===== src/rtl/icache_refill_pkg.sv =====
// Shared constants and state encoding for the instruction-cache refill engine.
package icache_refill_pkg;

  localparam int INST_ADDR_W = 32;
  localparam int BYTE_W      = 8;
  localparam int FILL_BYTES  = 4;

  typedef enum logic [1:0] {
    ST_IDLE  = 2'd0,
    ST_FETCH = 2'd1,
    ST_DONE  = 2'd2
  } refill_state_t;

endpackage


===== src/rtl/icache_refill.sv =====
// Instruction-side miss refill: four pipelined byte reads assembled little-endian,
// then a one-cycle cache fill write with the instruction returned to IF.
module icache_refill
  import icache_refill_pkg::*;
#(
  parameter int ADDR_W     = INST_ADDR_W,
  parameter int WORD_BYTES = FILL_BYTES
) (
  input  logic              clk,
  input  logic              rst,
  input  logic              rdy,
  input  logic              miss_i,
  input  logic [ADDR_W-1:0] pc_i,
  input  logic              flush_i,
  output logic              inst_valid_o,
  output logic [31:0]       inst_o,
  output logic              mem_req_o,
  output logic [ADDR_W-1:0] mem_addr_o,
  input  logic              mem_grant_i,
  input  logic [7:0]        mem_byte_i,
  output logic              cache_we_o,
  output logic [ADDR_W-1:0] cache_waddr_o,
  output logic [31:0]       cache_winst_o
);

  localparam logic [2:0] LAST_CNT = 3'(WORD_BYTES);

  refill_state_t     state_r;
  refill_state_t     state_next;
  logic [ADDR_W-1:0] base_r;
  logic [2:0]        issue_cnt_r;
  logic [2:0]        recv_cnt_r;
  logic [2:0]        recv_next_s;
  logic [31:0]       word_r;
  logic              pend_r;
  logic              accept_s;
  logic              capture_s;
  logic              start_s;

  // pend_r marks that a byte returns this cycle; only FETCH ever captures it
  assign start_s     = rdy & miss_i & ~flush_i;
  assign accept_s    = mem_req_o & mem_grant_i;
  assign capture_s   = (state_r == ST_FETCH) & pend_r;
  assign recv_next_s = capture_s ? (recv_cnt_r + 3'd1) : recv_cnt_r;

  // Next-state decode and output generation
  always_comb begin
    state_next    = state_r;
    mem_req_o     = 1'b0;
    mem_addr_o    = {ADDR_W{1'b0}};
    cache_we_o    = 1'b0;
    cache_waddr_o = {ADDR_W{1'b0}};
    cache_winst_o = 32'h0000_0000;
    inst_valid_o  = 1'b0;
    inst_o        = 32'h0000_0000;
    case (state_r)
      ST_IDLE: begin
        if (start_s) begin
          state_next = ST_FETCH;
        end else begin
          state_next = ST_IDLE;
        end
      end
      ST_FETCH: begin
        mem_req_o  = rdy & (issue_cnt_r < LAST_CNT);
        mem_addr_o = base_r + ADDR_W'(issue_cnt_r);
        // with rdy low the last byte may land while held; DONE follows once rdy returns
        if (flush_i) begin
          state_next = ST_IDLE;
        end else if (rdy && (recv_next_s == LAST_CNT)) begin
          state_next = ST_DONE;
        end else begin
          state_next = ST_FETCH;
        end
      end
      ST_DONE: begin
        if (rdy) begin
          cache_we_o    = 1'b1;
          cache_waddr_o = base_r;
          cache_winst_o = word_r;
          inst_valid_o  = ~flush_i;
          inst_o        = word_r;
          state_next    = ST_IDLE;
        end else begin
          state_next    = ST_DONE;
        end
      end
      default: begin
        state_next = ST_IDLE;
      end
    endcase
  end

  // State, counters, latched address and assembly register
  always_ff @(posedge clk) begin
    if (rst) begin
      state_r     <= ST_IDLE;
      base_r      <= {ADDR_W{1'b0}};
      issue_cnt_r <= 3'd0;
      recv_cnt_r  <= 3'd0;
      word_r      <= 32'h0000_0000;
      pend_r      <= 1'b0;
    end else begin
      state_r <= state_next;
      case (state_r)
        ST_IDLE: begin
          if (start_s) begin
            base_r      <= pc_i;
            issue_cnt_r <= 3'd0;
            recv_cnt_r  <= 3'd0;
            word_r      <= 32'h0000_0000;
          end
          pend_r <= 1'b0;
        end
        ST_FETCH: begin
          if (flush_i) begin
            issue_cnt_r <= 3'd0;
            recv_cnt_r  <= 3'd0;
            pend_r      <= 1'b0;
          end else begin
            if (accept_s) begin
              issue_cnt_r <= issue_cnt_r + 3'd1;
            end
            if (capture_s) begin
              word_r[{recv_cnt_r[1:0], 3'b000} +: BYTE_W] <= mem_byte_i;
            end
            recv_cnt_r <= recv_next_s;
            pend_r     <= accept_s;
          end
        end
        default: begin
          pend_r <= 1'b0;
        end
      endcase
    end
  end

endmodule


===== config.mk =====
export PLATFORM = sky130hd
export DESIGN_NAME = icache_refill
export DESIGN_NICKNAME = d
export VERILOG_FILES = /design/src/rtl/icache_refill_pkg.sv /design/src/rtl/icache_refill.sv
export SDC_FILE = /design/constraint.sdc
export NUM_CORES = 1
export LEC_CHECK = 0
export ABC_AREA = 1
export BUFFER_PORTS_ARGS = -buffer_cell sky130_fd_sc_hd__buf_2
export CELL_PAD_IN_SITES_DETAIL_PLACEMENT = 0
export CELL_PAD_IN_SITES_GLOBAL_PLACEMENT = 1
export CORE_MARGIN = 1
export CORE_UTILIZATION = 30
export DETAILED_ROUTE_END_ITERATION = 8
export MAX_ROUTING_LAYER = met4
export PLACE_DENSITY_LB_ADDON = 0.1
export SETUP_SLACK_MARGIN = 0.2
export SLEW_MARGIN = 20
export SYNTH_ARGS = -nofsm -noshare
export SYNTH_HDL_FRONTEND = slang
export SYNTH_SLANG_ARGS = --single-unit

===== constraint.sdc =====
create_clock -name clk -period 2.2 [get_ports clk]
set_input_delay 0.44 -clock clk [delete_from_list [all_inputs] [get_ports clk]]
set_output_delay 0.44 -clock clk [all_outputs]
set_load 0.03 [all_outputs]

---- Word-level counts from Yosys, hierarchy flattened ----
Cells that the tools add are included.
word-level totals
  logic and storage cells ................. 62
  output and inout port bits .............. 131
  bits of input ports ..................... 46
  register bits ........................... 73
operators by class
  order comparisons ....................... 1
  add/subtract/negate cells ............... 4
  shift operators ......................... 2
  equality and inequality tests ........... 7
  multiplexer cells ....................... 27
  bitwise logic cells ..................... 7
  reductions and logical operators ........ 8
operators with widths
  cell                                                                    count
  32-bit 2-to-1 mux                                                       8
  32-bit case mux with 2 select lines                                     1
  32-bit by 3-bit adder with 32-bit output                                1
  32-bit bitwise mux                                                      1
  8-bit by 7-bit variable shift with 32-bit output, first input constant  1
  8-bit by 7-bit variable part select with 32-bit output                  1
  3-bit 2-to-1 mux                                                        5
  3-bit case mux with 2 select lines                                      2
  5-bit negator with 7-bit output                                         1
  3-bit by 1-bit adder with 3-bit output, second input constant           2
  1-bit 2-to-1 mux                                                        6
  2-bit 2-to-1 mux                                                        3
  2-bit != test, second input constant                                    3
  2-bit case mux with 3 select lines                                      1
  1-bit AND                                                               5
  2-bit AND reduction                                                     2
  4-bit AND reduction                                                     1
  3-bit equality test, second input constant                              1
  3-bit less-than comparator, second input constant                       1
  3-bit != test, second input constant                                    1
  3-bit AND reduction                                                     1
  3-bit OR reduction                                                      1
  2-bit by 1-bit equality test with 1-bit output, second input constant   1
  2-bit equality test, second input constant                              1
  4 further kinds                                                         5

---- Depth between registers and ports, before layout ----
Gate-level depths: netlist of the first run.
  depth in word-level cells ............... 8
  mapped depth ............................ 12
  depth with buffers taken out ............ 12

---- Worst setup path before layout of the first run ----
No wires, ideal clock.
  kind .................................... register -> output
  from .................................... register issue_cnt_r[0]
  to ...................................... output mem_addr_o[16]
  path buffers ............................ 0
  data arrival time ....................... 2.310 ns
  cell stages (with the launch flop) ...... 11
  data required time ...................... 1.760 ns
  setup slack ............................. -0.550 ns
  cells stage by stage .................... dfxtp_1 ha_1 inv_1 fa_1 inv_1 nand2_1 a21oi_1 nand2_1 nor2_1 nor2_1 nor3_1
on the way
  cells in the longest elaborated chain, start to end .. 2
ends and longest elaborated chain
  item                                      RTL line              RTL
  from (decl)                               icache_refill.sv:31   logic [2:0] issue_cnt_r;
  from (signal assigned)                    icache_refill.sv:122  issue_cnt_r <= issue_cnt_r + 3'd1;
  32-bit by 3-bit adder with 32-bit output  icache_refill.sv:66   mem_addr_o = base_r + ADDR_W'(issue_cnt_r);
  32-bit 2-to-1 mux                         icache_refill.sv:56   case (state_r)
  to (decl)                                 icache_refill.sv:18   output logic [ADDR_W-1:0] mem_addr_o,
No other way between the ends.

---- Final worst setup path of the first run ----
  from .................................... register base_r[0]
  to ...................................... output mem_addr_o[28]
on the way
  cells in the longest elaborated chain, start to end .. 2
ends and longest elaborated chain
  item                                      RTL line              RTL
  from (decl)                               icache_refill.sv:30   logic [ADDR_W-1:0] base_r;
  from (signal assigned)                    icache_refill.sv:98   base_r <= {ADDR_W{1'b0}};
  from (signal assigned)                    icache_refill.sv:108  base_r <= pc_i;
  32-bit by 3-bit adder with 32-bit output  icache_refill.sv:66
  32-bit 2-to-1 mux                         icache_refill.sv:56
No other way between the ends.

==> flow_metrics.py, run 1 <==
metrics = {
    "status": {
        "status": "finished with violations",
        "violations": "setup timing",
    },
    "grt": {
        "antenna_found_initial": 0,
        "grt_pass1_vias": 5718,
        "met3_usage_pct": 4.20,
        "grt_start_max_net_pins": 43,
        "grt_pass1_wl_um": 30400,
        "grt-ovfl-total": 0,
        "gr-max-usage-layer": "met2",
        "grt_use_met2_pct": 44.2,
        "grt_usage_pct": 24.9,
        "use_met1_pct": 27.8,
    },
    "critical_path": {
        "crit_path_frequent_cell": "inv_2",
        "slowest_delay_ns": 0.36,
        "crit_path_end_kind": "output port",
        "required_ns": 1.76,
        "startpoint_type": "flip-flop",
        "path_class": "flip-flop to output port",
        "cp-startpoint": "base_r[0]$_SDFFE_PP0P_",
        "slowest_stage": "dfxtp_2",
        "path_buf_inv": 4,
        "cp.arrival_ns": 2.18,
        "critical-path-top-delay-family": "adder cells",
        "crit_path_cell_trace": "ha_4 -> inv_2 -> fa_2 -> inv_2 -> nand2_4 -> a21oi_4 -> inv_2 -> nor2_4 -> nand2_1 -> nand2_1 -> nand2_2 -> nor2_4 -> buf_6",
        "path_max_fanout": 3,
        "r2r-start": "state_r[0]$_SDFF_PP0_",
    },
    "die": {
        "initial_core_util_pct": 31.1,
        "die_area_um2": 16500,
        "core_area_um2": 15400,
        "ioPinCount": 177,
        "die_y_um": 128,
        "num_rows": 45,
        "die_x_um": 128,
    },
    "min_path": {
        "holdCritPathClass": "primary input to flip-flop",
        "min_from": "mem_byte_i[7]",
    },
    "logic_synthesis": {
        "synth_area_leaders": "dfxtp_1 30%, nor2_1 13%, nand2_1 11%",
        "netlist_area_um2": 4800,
        "avgSynthCellArea_um2": 6.10,
        "ys_async_sr_fraction_pct": 0,
        "syn_nets": 842,
        "synth_flop_cell": "dfxtp_1",
        "yosysTopAreaCell": "dfxtp_1",
        "ys_warn_count": 0,
        "ys_ff_latch": 73,
        "yosysSeqAreaShare_pct": 30.5,
        "yosysUniqueCellTypes": 29,
        "synthDominantCellAreaShare_pct": 30.5,
        "synth.most_common_cell": "nor2_1",
        "synth-edff-count": 0,
        "synthCells": 787,
        "synthTopCellsByCount": "168 x nor2_1, 143 x nand2_1, 103 x inv_1",
    },
    "sta": {
        "setup_viol": 30,
        "slew_headroom_pct": 54.6,
        "period_share_pct": 119,
        "layout_setup_ws_ns": -0.420,
        "totalNegativeSetupSlack_ns": -7.56,
        "slew_violations": 0,
        "rsz0062_at_grt": "yes",
        "fin_skew_ns": 0.00804,
        "worstMarginPinSlew_ns": 0.676,
        "fin_crit_ns": 2.62,
        "hold_violations": 0,
        "clock.fmax_ghz": 0.382,
    },
    "power_and_ir_drop": {
        "vdd_ir_drop_max_mv": 0.350,
        "powerDensity_nw_per_um2": 393,
        "power.leakage_nw": 3.31,
    },
    "clock_tree": {
        "root_buffer": "clkbuf_16",
        "clockBufferDepth": 2,
        "h-tree-depth": 3,
        "postCtsHoldBufs": 0,
        "cts_sinks": 73,
        "path_clk_slew_ns": 0.07,
        "clk_latency_ns": 0.35,
        "cts_buffers": 9,
        "cts_tree": "yes",
    },
    "route": {
        "routed-via-count": 5745,
        "drt_iter0_drc": 224,
        "drt_pass1_iterations": 4,
        "antenna_left": 0,
        "post_drt_wl_per_cell_um": 16.2,
        "routed_wl_um": 19500,
        "viasPerCell": 4.79,
        "remaining_drc_errors": 0,
    },
    "run": {
        "maxCapViolCount": 0,
    },
    "placement": {
        "placedCellCount": 1152,
        "place_congestion": 0.900,
        "dp_hpwl_um": 13000,
        "port_buffers": 176,
    },
    "cells_and_area": {
        "multi_input_area_um2": 3600,
        "area_growth_pct": 79.0,
        "drive_above_1_share_pct": 47.3,
        "fill_cells": 1525,
        "antenna_cells": 0,
        "fin_cells": 1199,
        "ff_latch_area_um2": 1480,
        "nNetsFinal": 1038,
    },
}
power by group:
part | internal (W) | switching, W | total, W | leakage, nW
Sequential | 0.00138 | 0.0000467 | 0.00142 | 0.601
Clock | 0.000889 | 0.000656 | 0.00154 | 0.143
Combinational | 0.000142 | 0.000268 | 0.000410 | 2.57
Total | 0.00241 | 0.000970 | 0.00338 | 3.31
timing repair:
action / 4_1_cts / 5_1_grt
gates resized for setup: 388 / 122
gates cloned: 8 / 1
setup buffers: 14 / 8
setup endpoints to repair: 132 / 138
pin swaps: 50 / 32
path summary, 6_finish.rpt:
check                                          endpoint  depth (start not counted)  slack, ns
worst max-delay path                     mem_addr_o[28]                         13      -0.42
worst min-delay path             word_r[7]$_SDFFE_PP0P_                          3       0.37
worst max register to register  word_r[26]$_SDFFE_PP0P_                          9       0.38
worst min register to register   word_r[4]$_SDFFE_PP0P_                          2       0.46
stage by stage:
stage	utilization (%)	total power [W]	area, um^2	setup WS (ns)	hold WS, ns
global route	55.7	0.00352	8590	-0.551	0.379
finish	55.7	0.00338	8590	-0.420	0.373
global placement	39.6	0.00179	6110	-0.149	0.445
detailed placement	39.6	0.00179	6110	-0.186	0.448
CTS	52.2	0.00339	8050	-0.421	0.367
floorplan	-	0.00165	5040	-0.0199	0.430
layout by cell type, fill, tap and decap left out, types with 4 or more instances in the layout:
master,synthesis,routed
nor3_1,18,15
nand3_2,2,5
ha_1,8,4
nand2_8,0,4
nor2_1,168,74
inv_2,2,6
buf_2,12,45
inv_1,103,96
buf_16,0,8
o21ai_0,54,45
nand2_1,143,108
buf_4,33,47
nand4_1,5,5
buf_6,4,137
clkbuf_16,0,10
dfxtp_2,0,13
nor2_2,4,18
a21oi_1,80,72
o21ai_2,0,8
nand2_2,3,25
nor2_4,1,81
nand2_4,3,13
o21ai_1,12,12
a21oi_2,0,5
nand3_1,30,24
xor2_1,7,6
dfxtp_1,73,59
buf_12,0,8
worst min-delay path, delay by kind of cell:
| kind | cells | cell delay [ns] |
|---|---|---|
| buffers and inverters | 1 | 0.11 |
| AND/OR/NAND/NOR | 1 | 0.07 |
| AO/OA/AOI/OAI | 1 | 0.06 |
cell families after synthesis:
kind of cell / Yosys count / share of synthesized area [%]
buf+inv: 168 / 16.7
xor+xnor: 7 / 1.28
flops: 73 / 30.5
compound gates: 148 / 15.5
simple gates: 382 / 33.6
fa+ha+maj: 9 / 2.50
per-layer routing:
| metal | share of wire, % | wire [um] |
|---|---|---|
| met5 | 0 | 0 |
| met4 | 2.2 | 432 |
| met3 | 4.4 | 863 |
| met2 | 53 | 10300 |
| met1 | 41 | 7910 |
flip-flops by register name (all words and copies together), names as in the netlist:
| signal | flops |
|---|---|
| base_r | 32 |
| word_r | 32 |
| issue_cnt_r | 3 |
| recv_cnt_r | 3 |
| state_r | 2 |
| pend_r | 1 |
area by class of cell:
type	instances	share of cell area (%)
flip-flops and latches	73	17.2
multi-input cells	547	42.0
well taps	211	3.07
clock buffers	9	2.62
repair buffers	247	29.5
clock inverters	7	0.889
inverters	105	4.71
No activity file was read; power rests on OpenSTA's default activity.
==> run 2, diff against run 1 <==
Settings changed: MAX_ROUTING_LAYER met4 to default.
==> run 2 against run 1 <==
Compared with the run above:
- the flow still finishes with violations (setup timing)
- count of clock-buffer cells in the layout rose by 1
- design area fell by 3.3%
- critical path depth did not move
- global-route usage fell by 3.6 points
- sequential cell count did not move
- first-iteration DRC count rose by 20%
- register-to-register slack got worse by 0.08 ns
- total power rose by 5.0%
- sequential power barely moved
- critical endpoint unchanged
- highest routed layer unchanged
==> flow_metrics.py, run 2 (same netlist as run 1, synthesis figures left out) <==
metrics = {
    "status": {
        "status": "finished with violations",
        "violations": "setup timing",
    },
    "critical_path": {
        "path_max_fanout": 3,
        "required_ns": 1.76,
        "slowest_stage": "dfxtp_2",
        "cp.arrival_ns": 2.14,
        "crit_path_cell_trace": "ha_4 -> inv_2 -> fa_2 -> inv_2 -> nand2_2 -> a21oi_4 -> inv_2 -> nor2_4 -> nand2_1 -> nand2_1 -> nand2_2 -> nor2_4 -> buf_6",
        "slowest_delay_ns": 0.35,
        "path_buf_inv": 4,
        "crit_path_end_kind": "output port",
        "crit_path_frequent_cell": "inv_2",
        "startpoint_type": "flip-flop",
        "critical-path-top-delay-family": "adder cells",
        "path_class": "flip-flop to output port",
    },
    "grt": {
        "grt_pass1_vias": 5189,
        "grt-ovfl-total": 0,
        "gr-max-usage-layer": "met2",
        "grt_use_met2_pct": 38.6,
        "grt_usage_pct": 21.3,
        "met3_usage_pct": 4.49,
        "antenna_found_initial": 0,
        "grt_pass1_wl_um": 27000,
        "grt_start_max_net_pins": 66,
        "use_met1_pct": 25.7,
    },
    "cells_and_area": {
        "mostFrequentLayoutCells": "125 x buf_6, 122 x nand2_1, 96 x inv_1",
        "fin_cells": 1185,
        "drive_above_1_share_pct": 43.2,
        "area_growth_pct": 73.2,
        "nNetsFinal": 1025,
        "final_common_cell": "buf_6",
        "fin_area_um2": 8310,
        "antenna_cells": 0,
        "largest_registers": "base_r (32), word_r (32)",
    },
    "die": {
        "die_y_um": 128,
        "num_rows": 45,
        "die_x_um": 128,
        "core_area_um2": 15400,
        "initial_core_util_pct": 31.1,
        "die_area_um2": 16500,
        "ioPinCount": 177,
    },
    "sta": {
        "clock.fmax_ghz": 0.387,
        "period_share_pct": 117,
        "layout_setup_ws_ns": -0.383,
        "worstMarginPinSlew_ns": 0.629,
        "fin_crit_ns": 2.58,
        "hold_slack_ns": 0.378,
        "slew_headroom_pct": 57.8,
        "rsz0062_at_grt": "yes",
        "totalNegativeSetupSlack_ns": -7.88,
        "slew_violations": 0,
        "setup_viol": 30,
        "fin_skew_ns": 0.00458,
        "hold_violations": 0,
    },
    "power_and_ir_drop": {
        "power.leakage_nw": 3.17,
        "finalPower_w": 0.00355,
        "vdd_ir_drop_max_mv": 0.355,
        "powerDensity_nw_per_um2": 427,
    },
    "clock_tree": {
        "root_buffer": "clkbuf_16",
        "h-tree-depth": 3,
        "cts_tree": "yes",
        "path_clk_slew_ns": 0.06,
        "cts_sinks": 73,
        "clockBufferDepth": 2,
        "postCtsHoldBufs": 0,
        "cts_buffers": 9,
        "clk_latency_ns": 0.34,
    },
    "route": {
        "post_drt_wl_per_cell_um": 16.3,
        "viasPerCell": 4.72,
        "drt_iter0_drc": 269,
        "routed-via-count": 5591,
        "remaining_drc_errors": 0,
        "routed_wl_um": 19300,
        "drt_pass1_iterations": 5,
        "antenna_left": 0,
    },
    "placement": {
        "place_congestion": 0.876,
        "port_buffers": 176,
        "dp_hpwl_um": 13000,
        "placedCellCount": 1150,
        "placed_cell_area_um2": 6100,
    },
    "run": {
        "maxCapViolCount": 0,
    },
    "min_path": {
        "holdCritPathClass": "primary input to flip-flop",
    },
}
## run 2: cell types whose count changed in the layout (fill, tap and decap cells not counted), moves of 3 or more
cell	change
dfxtp_1	+7
clkbuf_16	+5
nand2_4	-3
nand2_2	-9
nand2_1	+14
nor2_1	+6
buf_6	-12
nand3_2	-3
a21oi_2	-3
nor2_2	-5
dfxtp_2	-8
buf_16	-7
## run 2: area by class of cell
type	instances	area [um^2]
inverter	105	404
fill	1577	7120
clock inverter	5	104
timing repair buffer	234	2320
clock buffer	10	239
tap	211	264
sequential	73	1480
multi-input combinational	547	3500
## run 2: through the flow
stage / util (%) / setup slack [ns]
finish: 53.9 / -0.383
global route: 53.9 / -0.502
CTS: 46.1 / -0.398
detailed placement: 39.5 / -0.159
global placement: 39.5 / -0.146
floorplan: - / -0.0199
## run 2: final timing paths
path	startpoint	endpoint	slack, ns	cells after the start
hold reg to reg	word_r[6]$_SDFFE_PP0P_	word_r[6]$_SDFFE_PP0P_	0.46	2
hold / removal	mem_byte_i[7]	word_r[7]$_SDFFE_PP0P_	0.38	3
setup / recovery	base_r[0]$_SDFFE_PP0P_	mem_addr_o[28]	-0.38	13
setup reg to reg	state_r[0]$_SDFF_PP0_	word_r[28]$_SDFFE_PP0P_	0.30	8
## run 2: what timing repair did
item	CTS	global route
setup buffers	4	7
pin swaps	25	16
endpoints found under the setup margin	131	140
gates cloned	0	9
gates resized for setup	207	292
## run 2: tightest hold or removal path: cells and delay by family
| family | cells | cell delay, ns |
|---|---|---|
| AND/OR/NAND/NOR | 1 | 0.07 |
| AO/OA/AOI/OAI | 1 | 0.06 |
| buffers and inverters | 1 | 0.11 |
## run 2: metal layers
metal	vias to the layer above	share of wire, %
li1	2808	-
met1	2605	42
met2	165	52
met3	13	4.8
met4	0	0.91
met5	-	0
## run 2: report_power, final
| group | total, W | internal (W) | switching, W |
|---|---|---|---|
| Combinational | 0.000386 | 0.000126 | 0.000261 |
| Clock | 0.00174 | 0.00113 | 0.000605 |
| Sequential | 0.00142 | 0.00138 | 0.0000461 |
| Total | 0.00355 | 0.00263 | 0.000911 |
==> run 3, diff against run 2 <==
Settings changed: CORE_ASPECT_RATIO from default to 1.5.
==> run 3 against run 2 <==
Compared with the run above:
- non-clock buffer count up 16
- maximum frequency shrank 1.5%
- highest routed layer unchanged
- first-iteration DRC count shrank 37%
- clock skew hardly changed
- the flow still finishes with violations (setup timing)
- total power is 6.7% lower
- setup slack worse by 0.038 ns
- largest power group unchanged
- register-to-register slack improved by 0.05 ns
- die area barely moved
- final cell count up 0.84%
- combinational power rose by 1%
- largest cell class unchanged
- critical path depth unchanged
==> flow_metrics.py, run 3 (same netlist as run 1, synthesis figures left out) <==
metrics = {
    "power_and_ir_drop": {
        "p_seq_share_pct": 42.9,
        "clkPwrFrac_pct": 45.3,
        "pwr-share-comb_pct": 11.8,
        "powerDensity_nw_per_um2": 396,
        "internal-power_w": 0.00239,
        "power.leakage_nw": 3.25,
        "finalPower_w": 0.00331,
        "switching_share_pct": 27.8,
        "p_switching_w": 0.000920,
        "vdd_ir_drop_max_mv": 0.378,
    },
    "route": {
        "drt_pass1_iterations": 4,
        "routed-via-count": 5693,
        "routed_wl_um": 19100,
        "post_drt_wl_per_cell_um": 16.0,
        "viasPerCell": 4.76,
        "drt_iter0_drc": 169,
        "antenna_left": 0,
        "remaining_drc_errors": 0,
    },
    "clock_tree": {
        "cts_sinks": 73,
        "clk_latency_ns": 0.34,
        "postCtsHoldBufs": 0,
        "cts_buffers": 9,
        "root_buffer": "clkbuf_16",
        "clockBufferDepth": 2,
        "cts_tree": "yes",
        "h-tree-depth": 3,
        "path_clk_slew_ns": 0.06,
    },
    "grt": {
        "grt_pass1_vias": 5666,
        "grt_usage_pct": 22.0,
        "grt_pass1_wl_um": 28100,
        "antenna_found_initial": 1,
        "grt_start_max_net_pins": 44,
        "grt-ovfl-total": 0,
    },
    "critical_path": {
        "critical-path-top-delay-family": "adder cells",
        "path_buf_inv": 5,
        "cp.arrival_ns": 2.18,
        "required_ns": 1.76,
        "crit_path_end_kind": "output port",
        "slowest_stage": "dfxtp_2",
        "crit_path_cell_trace": "ha_4 -> inv_2 -> fa_2 -> inv_2 -> nand2_2 -> a21oi_4 -> buf_4 -> buf_6 -> nand2_1 -> nand2_1 -> nand2_2 -> nor2_4 -> buf_6",
        "startpoint_type": "flip-flop",
        "path_max_fanout": 3,
        "slowest_delay_ns": 0.35,
        "path_class": "flip-flop to output port",
    },
    "die": {
        "num_rows": 56,
        "die_x_um": 105,
        "core_area_um2": 15600,
        "ioPinCount": 177,
        "die_y_um": 157,
        "die_area_um2": 16500,
        "initial_core_util_pct": 30.7,
    },
    "sta": {
        "setup_viol": 30,
        "rsz0062_at_grt": "yes",
        "worstMarginPinSlew_ns": 0.511,
        "fin_skew_ns": 0.00468,
        "fin_crit_ns": 2.62,
        "slew_violations": 0,
        "period_share_pct": 119,
        "clock.fmax_ghz": 0.382,
        "layout_setup_ws_ns": -0.421,
        "slew_headroom_pct": 65.7,
        "hold_violations": 0,
    },
    "run": {
        "maxCapViolCount": 0,
    },
    "placement": {
        "place_congestion": 0.878,
        "placed_cell_area_um2": 6130,
        "pre_cts_ws_ns": -0.142,
        "dp_hpwl_um": 13600,
        "port_buffers": 176,
    },
    "cells_and_area": {
        "ff_latch_area_um2": 1480,
        "fill_cells": 1574,
        "final_common_cell": "buf_6",
        "drive_above_1_share_pct": 45.2,
        "area_growth_pct": 74.0,
        "fin_area_um2": 8350,
        "mostFrequentLayoutCells": "131 x buf_6, 119 x nand2_1, 97 x inv_1",
        "multi_input_area_um2": 3440,
        "largest_registers": "base_r (32), word_r (32)",
        "nNetsFinal": 1041,
    },
    "status": {
        "violations": "setup timing",
        "status": "finished with violations",
    },
    "min_path": {
        "holdCritPathClass": "primary input to flip-flop",
    },
}
[run 3: cell count changes in the layout (fill, tap and decap cells not counted), sizes merged]
| cell | previous run | this run |
|---|---|---|
| diode | 0 | 1 |
| bufinv | 3 | 1 |
| clkinv | 3 | 5 |
| clkinvlp | 0 | 1 |
| buf | 228 | 246 |
| inv | 104 | 105 |
| clkbuf | 16 | 13 |
[run 3: worst register-to-register path, cell delays in order (launching register included)]
cell	delay [ns]
dfxtp_4	0.35
buf_4	0.14
nor2_4	0.11
buf_12	0.16
buf_4	0.13
buf_4	0.11
buf_4	0.16
nand3_1	0.13
inv_2	0.12
nand2_1	0.09
nor2_1	0.12
o21ai_0	0.08
nor2_1	0.08
[run 3: final cells by class]
class	count	area share, %
Antenna cell	1	0.0300
Multi-Input combinational cell	547	41.2
Timing Repair Buffer	250	29.7
Clock buffer	9	2.70
Inverter	105	4.84
Tap cell	203	3.04
Clock inverter	7	0.839
Sequential cell	73	17.7
[run 3: power groups by stage]
| stage | clock network [W] | registers [W] | logic (W) |
|---|---|---|---|
| 2_1_floorplan | 0 | 0.00143 | 0.000217 |
| 3_3_place_gp | 0 | 0.00145 | 0.000339 |
| 3_5_place_dp | 0 | 0.00145 | 0.000340 |
| 4_1_cts | 0.00154 | 0.00142 | 0.000369 |
| 5_1_grt | 0.00159 | 0.00143 | 0.000433 |
| 6_report | 0.00150 | 0.00142 | 0.000390 |
[run 3: repair_timing]
| item | CTS | global route |
|---|---|---|
| pin swaps | 37 | 38 |
| cloned | 3 | 6 |
| resized for setup | 233 | 273 |
| endpoints found under the hold margin | 0 | 0 |
| setup buffers | 9 | 12 |
| setup endpoints to repair | 130 | 116 |
[run 3: path summary, 6_finish.rpt]
path / start / endpoint / slack (ns) / cells past startpoint
setup / recovery: base_r[0]$_SDFFE_PP0P_ / mem_addr_o[20] / -0.42 / 13
hold / removal: pc_i[19] / base_r[19]$_SDFFE_PP0P_ / 0.38 / 3
setup reg to reg: state_r[1]$_SDFF_PP0_ / word_r[12]$_SDFFE_PP0P_ / 0.35 / 12
hold reg to reg: word_r[4]$_SDFFE_PP0P_ / word_r[4]$_SDFFE_PP0P_ / 0.46 / 2
[run 3: metrics by stage]
step	TNS, ns	hold slack, ns	std cells	util, %
floorplan	-0.128	0.430	787	-
global placement	-0.719	0.454	1148	39.2
detailed placement	-0.925	0.458	1148	39.2
CTS	-6.97	0.377	1176	47.1
global route	-9.64	0.394	1194	53.4
finish	-6.85	0.380	1195	53.4
[run 3: per-layer routing]
metal / vias to the layer above / GRT usage [%] / routed length [um]
met5: - / 0 / 0
li1: 2851 / - / -
met3: 45 / 2.36 / 654
met4: 0 / 13.6 / 874
met2: 167 / 43.8 / 10800
met1: 2630 / 21.3 / 6820
